### config.mk
export PLATFORM = sky130hd
export DESIGN_NAME = id_ex_stage
export DESIGN_NICKNAME = d
export VERILOG_FILES = /design/src/rtl/id_ex_stage.sv
export SDC_FILE = /design/constraint.sdc
export NUM_CORES = 1
export LEC_CHECK = 0
export CORE_AREA = 5 5 141 143
export CTS_BUF_LIST = sky130_fd_sc_hd__clkbuf_4
export DETAILED_ROUTE_END_ITERATION = 7
export DIE_AREA = 0 0 146 148
export GPL_TIMING_DRIVEN = 0
export PLACE_DENSITY_LB_ADDON = 0.25
export SLEW_MARGIN = 40
export SYNTH_ARGS = -nofsm -noshare
export SYNTH_HDL_FRONTEND = slang
export SYNTH_SLANG_ARGS = --single-unit
export TNS_END_PERCENT = 100
### constraint.sdc
create_clock -name clk -period 3.3 [get_ports clk]
set_clock_uncertainty 0.05 [all_clocks]
set_input_delay 0.33 -clock clk [delete_from_list [all_inputs] [get_ports clk]]
set_output_delay 0.33 -clock clk [all_outputs]
set_load 0.05 [all_outputs]
### src/rtl/id_ex_stage.sv
// id_ex_stage: ID/EX pipeline register of the RV32I core.
// Captures decoded operands/control, resolves EX/MEM and MEM/WB forwarding,
// detects load-use hazards (one-cycle stall plus bubble) and honours flushes.
// Optional build macro ID_EX_PERF_CNT_EN adds stall_count / flush_count outputs.
//
// Valid semantics: id_valid qualifies every id_* field in the same cycle;
// ex_valid qualifies every ex_* output. There is no ready: EX never
// backpressures, and stall_o is the only way this block holds upstream.
module id_ex_stage #(
    parameter int DATA_WIDTH    = 32,
    parameter int OPCODE_LENGTH = 4,
    parameter int REG_ADDR_W    = 5
) (
    input  logic                     clk,
    input  logic                     reset_n,
    input  logic                     id_valid,
    input  logic [DATA_WIDTH-1:0]    id_pc,
    input  logic [DATA_WIDTH-1:0]    id_rs1_data,
    input  logic [DATA_WIDTH-1:0]    id_rs2_data,
    input  logic [DATA_WIDTH-1:0]    id_imm,
    input  logic [REG_ADDR_W-1:0]    id_rs1,
    input  logic [REG_ADDR_W-1:0]    id_rs2,
    input  logic [REG_ADDR_W-1:0]    id_rd,
    input  logic                     id_alu_src,
    input  logic [OPCODE_LENGTH-1:0] id_operation,
    input  logic                     id_reg_write,
    input  logic                     id_mem_read,
    input  logic                     id_mem_write,
    input  logic                     id_mem_to_reg,
    input  logic                     flush_i,
    input  logic                     exmem_reg_write,
    input  logic [REG_ADDR_W-1:0]    exmem_rd,
    input  logic [DATA_WIDTH-1:0]    exmem_result,
    input  logic                     memwb_reg_write,
    input  logic [REG_ADDR_W-1:0]    memwb_rd,
    input  logic [DATA_WIDTH-1:0]    memwb_result,
    output logic                     stall_o,
    output logic                     ex_valid,
    output logic [DATA_WIDTH-1:0]    ex_pc,
    output logic [DATA_WIDTH-1:0]    SrcA,
    output logic [DATA_WIDTH-1:0]    SrcB,
    output logic [OPCODE_LENGTH-1:0] Operation,
    output logic [DATA_WIDTH-1:0]    ex_store_data,
    output logic [REG_ADDR_W-1:0]    ex_rd,
    output logic                     ex_reg_write,
    output logic                     ex_mem_read,
    output logic                     ex_mem_write,
    output logic                     ex_mem_to_reg
`ifdef ID_EX_PERF_CNT_EN
    ,
    output logic [31:0]              stall_count,
    output logic [31:0]              flush_count
`endif
);

    // Contents of the EX stage; a bubble is the all-zero value.
    typedef struct packed {
        logic                     valid;
        logic [DATA_WIDTH-1:0]    pc;
        logic [DATA_WIDTH-1:0]    rs1_data;
        logic [DATA_WIDTH-1:0]    rs2_data;
        logic [DATA_WIDTH-1:0]    imm;
        logic [REG_ADDR_W-1:0]    rs1;
        logic [REG_ADDR_W-1:0]    rs2;
        logic [REG_ADDR_W-1:0]    rd;
        logic                     alu_src;
        logic [OPCODE_LENGTH-1:0] operation;
        logic                     reg_write;
        logic                     mem_read;
        logic                     mem_write;
        logic                     mem_to_reg;
    } ex_reg_t;

    ex_reg_t ex_q;
    ex_reg_t ex_d;
    logic    load_use;
    logic    bubble;
    logic [DATA_WIDTH-1:0] fwd_a;
    logic [DATA_WIDTH-1:0] fwd_b;

    // Forward the youngest in-flight writer of idx; x0 is never forwarded.
    function automatic logic [DATA_WIDTH-1:0] forward(
        input logic [REG_ADDR_W-1:0] idx,
        input logic [DATA_WIDTH-1:0] reg_val
    );
        if (exmem_reg_write && (exmem_rd != '0) && (exmem_rd == idx))
            return exmem_result;
        else if (memwb_reg_write && (memwb_rd != '0) && (memwb_rd == idx))
            return memwb_result;
        else
            return reg_val;
    endfunction

    // A load in EX whose rd feeds the instruction in ID must wait one cycle.
    always_comb begin
        load_use = ex_q.valid & ex_q.mem_read & (ex_q.rd != '0) & id_valid &
                   ((ex_q.rd == id_rs1) | (ex_q.rd == id_rs2));
        stall_o  = load_use & ~flush_i;
        bubble   = flush_i | stall_o;
    end

    // Next EX contents: a bubble on flush or stall, otherwise the decoded instruction.
    always_comb begin
        ex_d = '0;
        if (!bubble) begin
            ex_d.valid      = id_valid;
            ex_d.pc         = id_pc;
            ex_d.rs1_data   = id_rs1_data;
            ex_d.rs2_data   = id_rs2_data;
            ex_d.imm        = id_imm;
            ex_d.rs1        = id_rs1;
            ex_d.rs2        = id_rs2;
            ex_d.rd         = id_rd;
            ex_d.alu_src    = id_alu_src;
            ex_d.operation  = id_operation;
            ex_d.reg_write  = id_reg_write;
            ex_d.mem_read   = id_mem_read;
            ex_d.mem_write  = id_mem_write;
            ex_d.mem_to_reg = id_mem_to_reg;
        end
    end

    // Pipeline register; reset drops EX contents immediately.
    always_ff @(posedge clk or negedge reset_n) begin
        if (!reset_n)
            ex_q <= '0;
        else
            ex_q <= ex_d;
    end

    // Zero-latency operand forwarding and ALU source selection.
    always_comb begin
        fwd_a         = forward(ex_q.rs1, ex_q.rs1_data);
        fwd_b         = forward(ex_q.rs2, ex_q.rs2_data);
        SrcA          = fwd_a;
        SrcB          = ex_q.alu_src ? ex_q.imm : fwd_b;
        ex_store_data = fwd_b;
    end

    assign ex_valid      = ex_q.valid;
    assign ex_pc         = ex_q.pc;
    assign Operation     = ex_q.operation;
    assign ex_rd         = ex_q.rd;
    assign ex_reg_write  = ex_q.reg_write  & ex_q.valid;
    assign ex_mem_read   = ex_q.mem_read   & ex_q.valid;
    assign ex_mem_write  = ex_q.mem_write  & ex_q.valid;
    assign ex_mem_to_reg = ex_q.mem_to_reg & ex_q.valid;

`ifdef ID_EX_PERF_CNT_EN
    // Event counters; flushes count only when they squash a real instruction.
    always_ff @(posedge clk or negedge reset_n) begin
        if (!reset_n) begin
            stall_count <= '0;
            flush_count <= '0;
        end else begin
            if (stall_o)
                stall_count <= stall_count + 32'd1;
            if (flush_i && (id_valid || ex_q.valid))
                flush_count <= flush_count + 32'd1;
        end
    end
`endif

endmodule

* Word-level counts from Yosys, hierarchy flattened
Cells that the tools add are included.
** Storage, ports and cells
- Output and inout bits :: 143
- Input bits :: 232
- Word-level logic and storage cells :: 46
- Register bits :: 153
** Cells by class
- Reductions and logical operators :: 9
- Mux-type cells :: 6
- Bitwise operators :: 11
- Equality and inequality tests :: 6
** Operators by type and width (count)
- $mux 32 :: 5
- $mux 153 :: 1
- $eq 5x5->1 :: 6
- $reduce_bool 5->1 :: 3
- $and 1x1->1 :: 8
- $logic_and 1x1->1 :: 6
- $or 1x1->1 :: 2
- $not 1->1 :: 1

* Depth between registers and ports, before layout
- Word-level depth :: 7
- Mapped depth :: 7
- Mapped depth without buffers :: 5

* Worst setup path after synthesis
Ideal clock, no wire load.
- Path kind :: input-to-output
- Start point :: in exmem_rd[1]
- End point :: out SrcB[0]
- Buffers on the path :: 1
- Required time :: 2.920 ns
- Cell stages on the path :: 6
- Path slack :: 0.330 ns
- Data arrival time :: 2.590 ns
- Path through :: or4_1 > o21a_1 > nand3_1 > buf_4 > nor3_1 > a221oi_1
** On the way
- Longest elaborated chain between the ends :: 5
- Elaborated cells between the ends (all ways) :: 6
- Those cells by class :: 1 x eq/ne; 2 x mux; 3 x reduce/logical
** RTL lines
- start, declared :: line 32 : input logic [REG_ADDR_W-1:0] exmem_rd,
- $reduce_bool 5->1 :: line 86 : if (exmem_reg_write && (exmem_rd != '0) && (exmem_rd == idx))
- $logic_and 1x1->1 :: line 86
- $logic_and 1x1->1 * :: line 86
- $mux 32 * :: line 86
- $mux 32 * :: line 136 : SrcB = ex_q.alu_src ? ex_q.imm : fwd_b;
- end, declared :: line 41 : output logic [DATA_WIDTH-1:0] SrcB,
Mark *: on every way between the ends. The rest lies on a longest branch, timed or not.

* Worst setup path after layout
- Start point :: in exmem_rd[1]
- End point :: out SrcA[26]
** On the way
- Longest elaborated chain between the ends :: 4
- Elaborated cells between the ends (all ways) :: 5
- Those cells by class :: 1 x eq/ne; 1 x mux; 3 x reduce/logical
** RTL lines
- $reduce_bool 5->1 :: line 86
- $logic_and 1x1->1 :: line 86
- $logic_and 1x1->1 * :: line 86
- $mux 32 * :: line 86
- end, declared :: line 40 : output logic [DATA_WIDTH-1:0] SrcA,
Marks and branches as above.

==> flow_summary.yaml <==
run_status:
  status: "finished clean"
worst_setup_path:
  required_ps: 2920
  rr_worst_depth: 5
  worstSetupPathType: "input pin to output pin"
  slowest_delay_ps: 540
  path_max_fanout: 10
  slowest_stage: "or4_1"
  reg2reg_slack_ps: 880
  crit_path_end_kind: "output pin"
  critical-path-top-delay-family: "buffers and inverters"
  start_kind: "input pin"
  crit_path_cell_trace: "clkdlybuf4s50_1, or4_1, o21a_1, and4_1, buf_2, clkbuf_2, o21ai_1, clkdlybuf4s15_2"
  path_depth: 8
  path_buf_inv: 4
  worst_ep_arrival_time_ps: 2800
clocking:
  clk_path_buf_depth: 2
  h-tree-depth: 4
  clk_pin_slew_ps: 130
  clkLatencyLatePin_ps: 540
  cts_setup_buffers: 0
  numCtsBuffers: 17
  numClockSinks: 153
  cts_root_buffer: "clkbuf_4"
  cts_tree: "done"
drt:
  drc: 0
  ant_nets: 0
  wl_um: 27800
  drtIter0Drc: 278
  wire_per_inst_um: 20.0
  via_count: 6797
  dr.pass1.iters: 5
  viasPerCell: 4.90
die:
  row_count: 50
  coreArea_sq_um: 18500
  die_area_sq_um: 21600
  io_pins: 375
  dieWidth_um: 146
  start_util_pct: 42.4
  die_height_um: 148
sta:
  fin_ws_ps: 116
  finalCritPeriodShare_pct: 96.5
  slew_viol_final: 0
  tns_ps: 0
  slew-limit-headroom_pct: 46.8
  finalHoldViolations: 0
  setup_viol: 0
  worst_pin_slew_ps: 798
  min_period_ps: 3180
  rsz0062_at_grt: "no"
  max_clock_freq_mhz: 314
grt:
  antenna_found_initial: 1
  grt.overflow.total: 0
  grt_usage_pct: 25.4
  grt_pass1_vias: 7327
  grt_pass1_wl_um: 41900
  grt_start_max_net_pins: 76
synthesis:
  synth_mux_area_share_pct: 8.19
  yosysSeqAreaShare_pct: 49.0
  postSynthCellCount: 743
  synth_compound_area_share_pct: 10.9
  synth_area_per_cell_sq_um: 10.5
  synth_nets: 975
  syn-cell-area_sq_um: 7820
  synth_top_family_by_area: "simple AND/OR/NAND/NOR gates"
  ys_warn_count: 0
  ys_types: 27
  ys_ff_latch: 153
  synth-simple-area-share_pct: 19.2
  post_synth_xor_area_fraction_pct: 3.36
  synthAdderAreaFrac_pct: 0
finish:
  antenna_cells: 0
  layout-drive-gt1-share_pct: 20.9
  area_growth_pct: 52.2
  fill_cells: 1568
  nets: 1371
power:
  p_per_area_nw_per_um2: 383
  ir_worst_vdd_mv: 0.269
  design_power_total_w: 0.00456
  p_comb_share_pct: 30.7
  switching_power_w: 0.00156
  switching_share_pct: 34.2
  p_int_w: 0.00300
  p_leak_nw: 5.38
  power.share.sequential_pct: 44.0
  clkPwrFrac_pct: 25.3
hold_path:
  hp-class: "input pin to async pin"
place:
  dp_slack_ps: -560
  gp_congestion: 0.879
  port-buffer-count: 374
  hpwl_um: 21500
run:
  cap_viol_max_count: 0
-- path summary, 6_finish.rpt --
check,start,endpoint
worst max register to register,ex_rd[4]$_DFF_PN0_,ex_q[52]$_DFF_PN0_
min in group clk,id_rs1_data[19],ex_q[107]$_DFF_PN0_
worst max-delay path,exmem_rd[1],SrcA[26]
worst min-delay path,reset_n,ex_rd[0]$_DFF_PN0_
max in group asynchronous,reset_n,ex_q[108]$_DFF_PN0_
worst min register to register,ex_rd[2]$_DFF_PN0_,ex_q[0]$_DFF_PN0_
-- routing by layer --
| metal | global-route usage (%) | wire, um |
|---|---|---|
| met3 | 10.5 | 2780 |
| met2 | 46.0 | 14100 |
| met1 | 27.6 | 10300 |
| met4 | 6.82 | 603 |
| met5 | 0 | 13 |
-- power by group through the flow --
stage | clock network (W) | logic [W] | registers, W
3_3_place_gp | 0 | 0.00146 | 0.00204
2_1_floorplan | 0 | 0.000793 | 0.00203
5_1_grt | 0.00128 | 0.00148 | 0.00201
4_1_cts | 0.00119 | 0.00144 | 0.00200
6_report | 0.00115 | 0.00140 | 0.00200
3_5_place_dp | 0 | 0.00148 | 0.00204
-- placed cells by master, fill, tap and decap left out, types with 2 or more instances in the layout --
cell and instances:
nor3_1 34, a21oi_1 32, clkinv_4 3, a221oi_2 30
clkbuf_4 19, nand2_1 35, clkdlybuf4s50_1 277, bufinv_16 2
clkbuf_2 58, xnor2_1 16, and4_1 2, mux2i_1 64
inv_6 2, clkinv_1 2, inv_1 32, xor2_1 14
clkdlybuf4s18_2 5, buf_4 45, nand3_1 2, buf_6 14
a221oi_1 2, and2_1 157, o21ai_0 2, clkinvlp_4 5
o21ai_1 30, clkbuf_1 15, nor2_1 34, buf_16 2
buf_2 31, clkdlybuf4s15_2 18, o21a_1 2, or4_1 3
nor3_2 2, dfrtp_1 153
-- cell usage after synthesis --
cell type	count	area (sq um)
a21oi_1	32	160
a21oi_4	1	16.3
a221oi_1	2	17.5
a221oi_2	30	450
a31oi_2	1	12.5
and2_1	157	982
and4_1	2	17.5
buf_2	12	60.1
buf_4	42	315
buf_6	14	158
clkbuf_1	23	86.3
dfrtp_1	153	3830
inv_1	32	120
mux2i_1	64	641
nand2_1	35	131
nand3_1	3	15.0
nand4_4	1	21.3
nor2_1	34	128
nor3_1	36	180
o211a_1	1	10.0
o21a_1	2	15.0
o21ai_0	2	10.0
o21ai_1	30	150
o22ai_1	1	6.26
or4_1	3	22.5
xnor2_1	16	140
xor2_1	14	123
-- per-stage QoR --
step | hold slack, ps | cell area, sq um | util [%] | instances
after floorplan | -15.6 | 7820 | - | 743
after global placement | 840 | 11900 | 64.2 | 1351
after detailed placement | 92.9 | 11900 | 64.6 | 1353
after CTS | 52.7 | 12200 | 66.4 | 1386
after global routing | 56.7 | 11900 | 64.5 | 1386
final | 103 | 11900 | 64.5 | 1386
-- flip-flops by register name, indices dropped and copies added, names as in the netlist --
name and flops:
ex_q 111, Operation 4, ex_rd 5, ex_pc 32
ex_valid 1
-- final cells by class --
class	instances	area (sq um)	area share, %
flip-flops and latches	153	3830	32.2
clock inverters	14	149	1.25
multi-input cells	467	3260	27.4
repair buffers	377	3470	29.2
plain buffers	91	639	5.37
well taps	234	293	2.46
clock buffers	18	135	1.14
inverters	32	120	1.01
-- worst reg2reg max path, delay by kind of cell, from the launching register on --
| kind | cells | cell delay, ps |
|---|---|---|
| compound gates | 2 | 650 |
| buf+inv | 1 | 470 |
| flops | 1 | 460 |
| simple gates | 2 | 720 |
-- kinds of logic after synthesis --
group,after synthesis
buffers and inverters,123
AND/OR/NAND/NOR,271
AO/OA/AOI/OAI,102
multiplexers,64
flip-flops,153
XOR/XNOR,30
-- what timing repair did --
action,in CTS,in global routing
hold buffers,1,0
cloned,0,0
endpoints found under the hold margin,153,0
setup endpoints to repair,96,86
pin swaps,0,1
gates resized for setup,218,141
(Power assumes the default switching activity.)
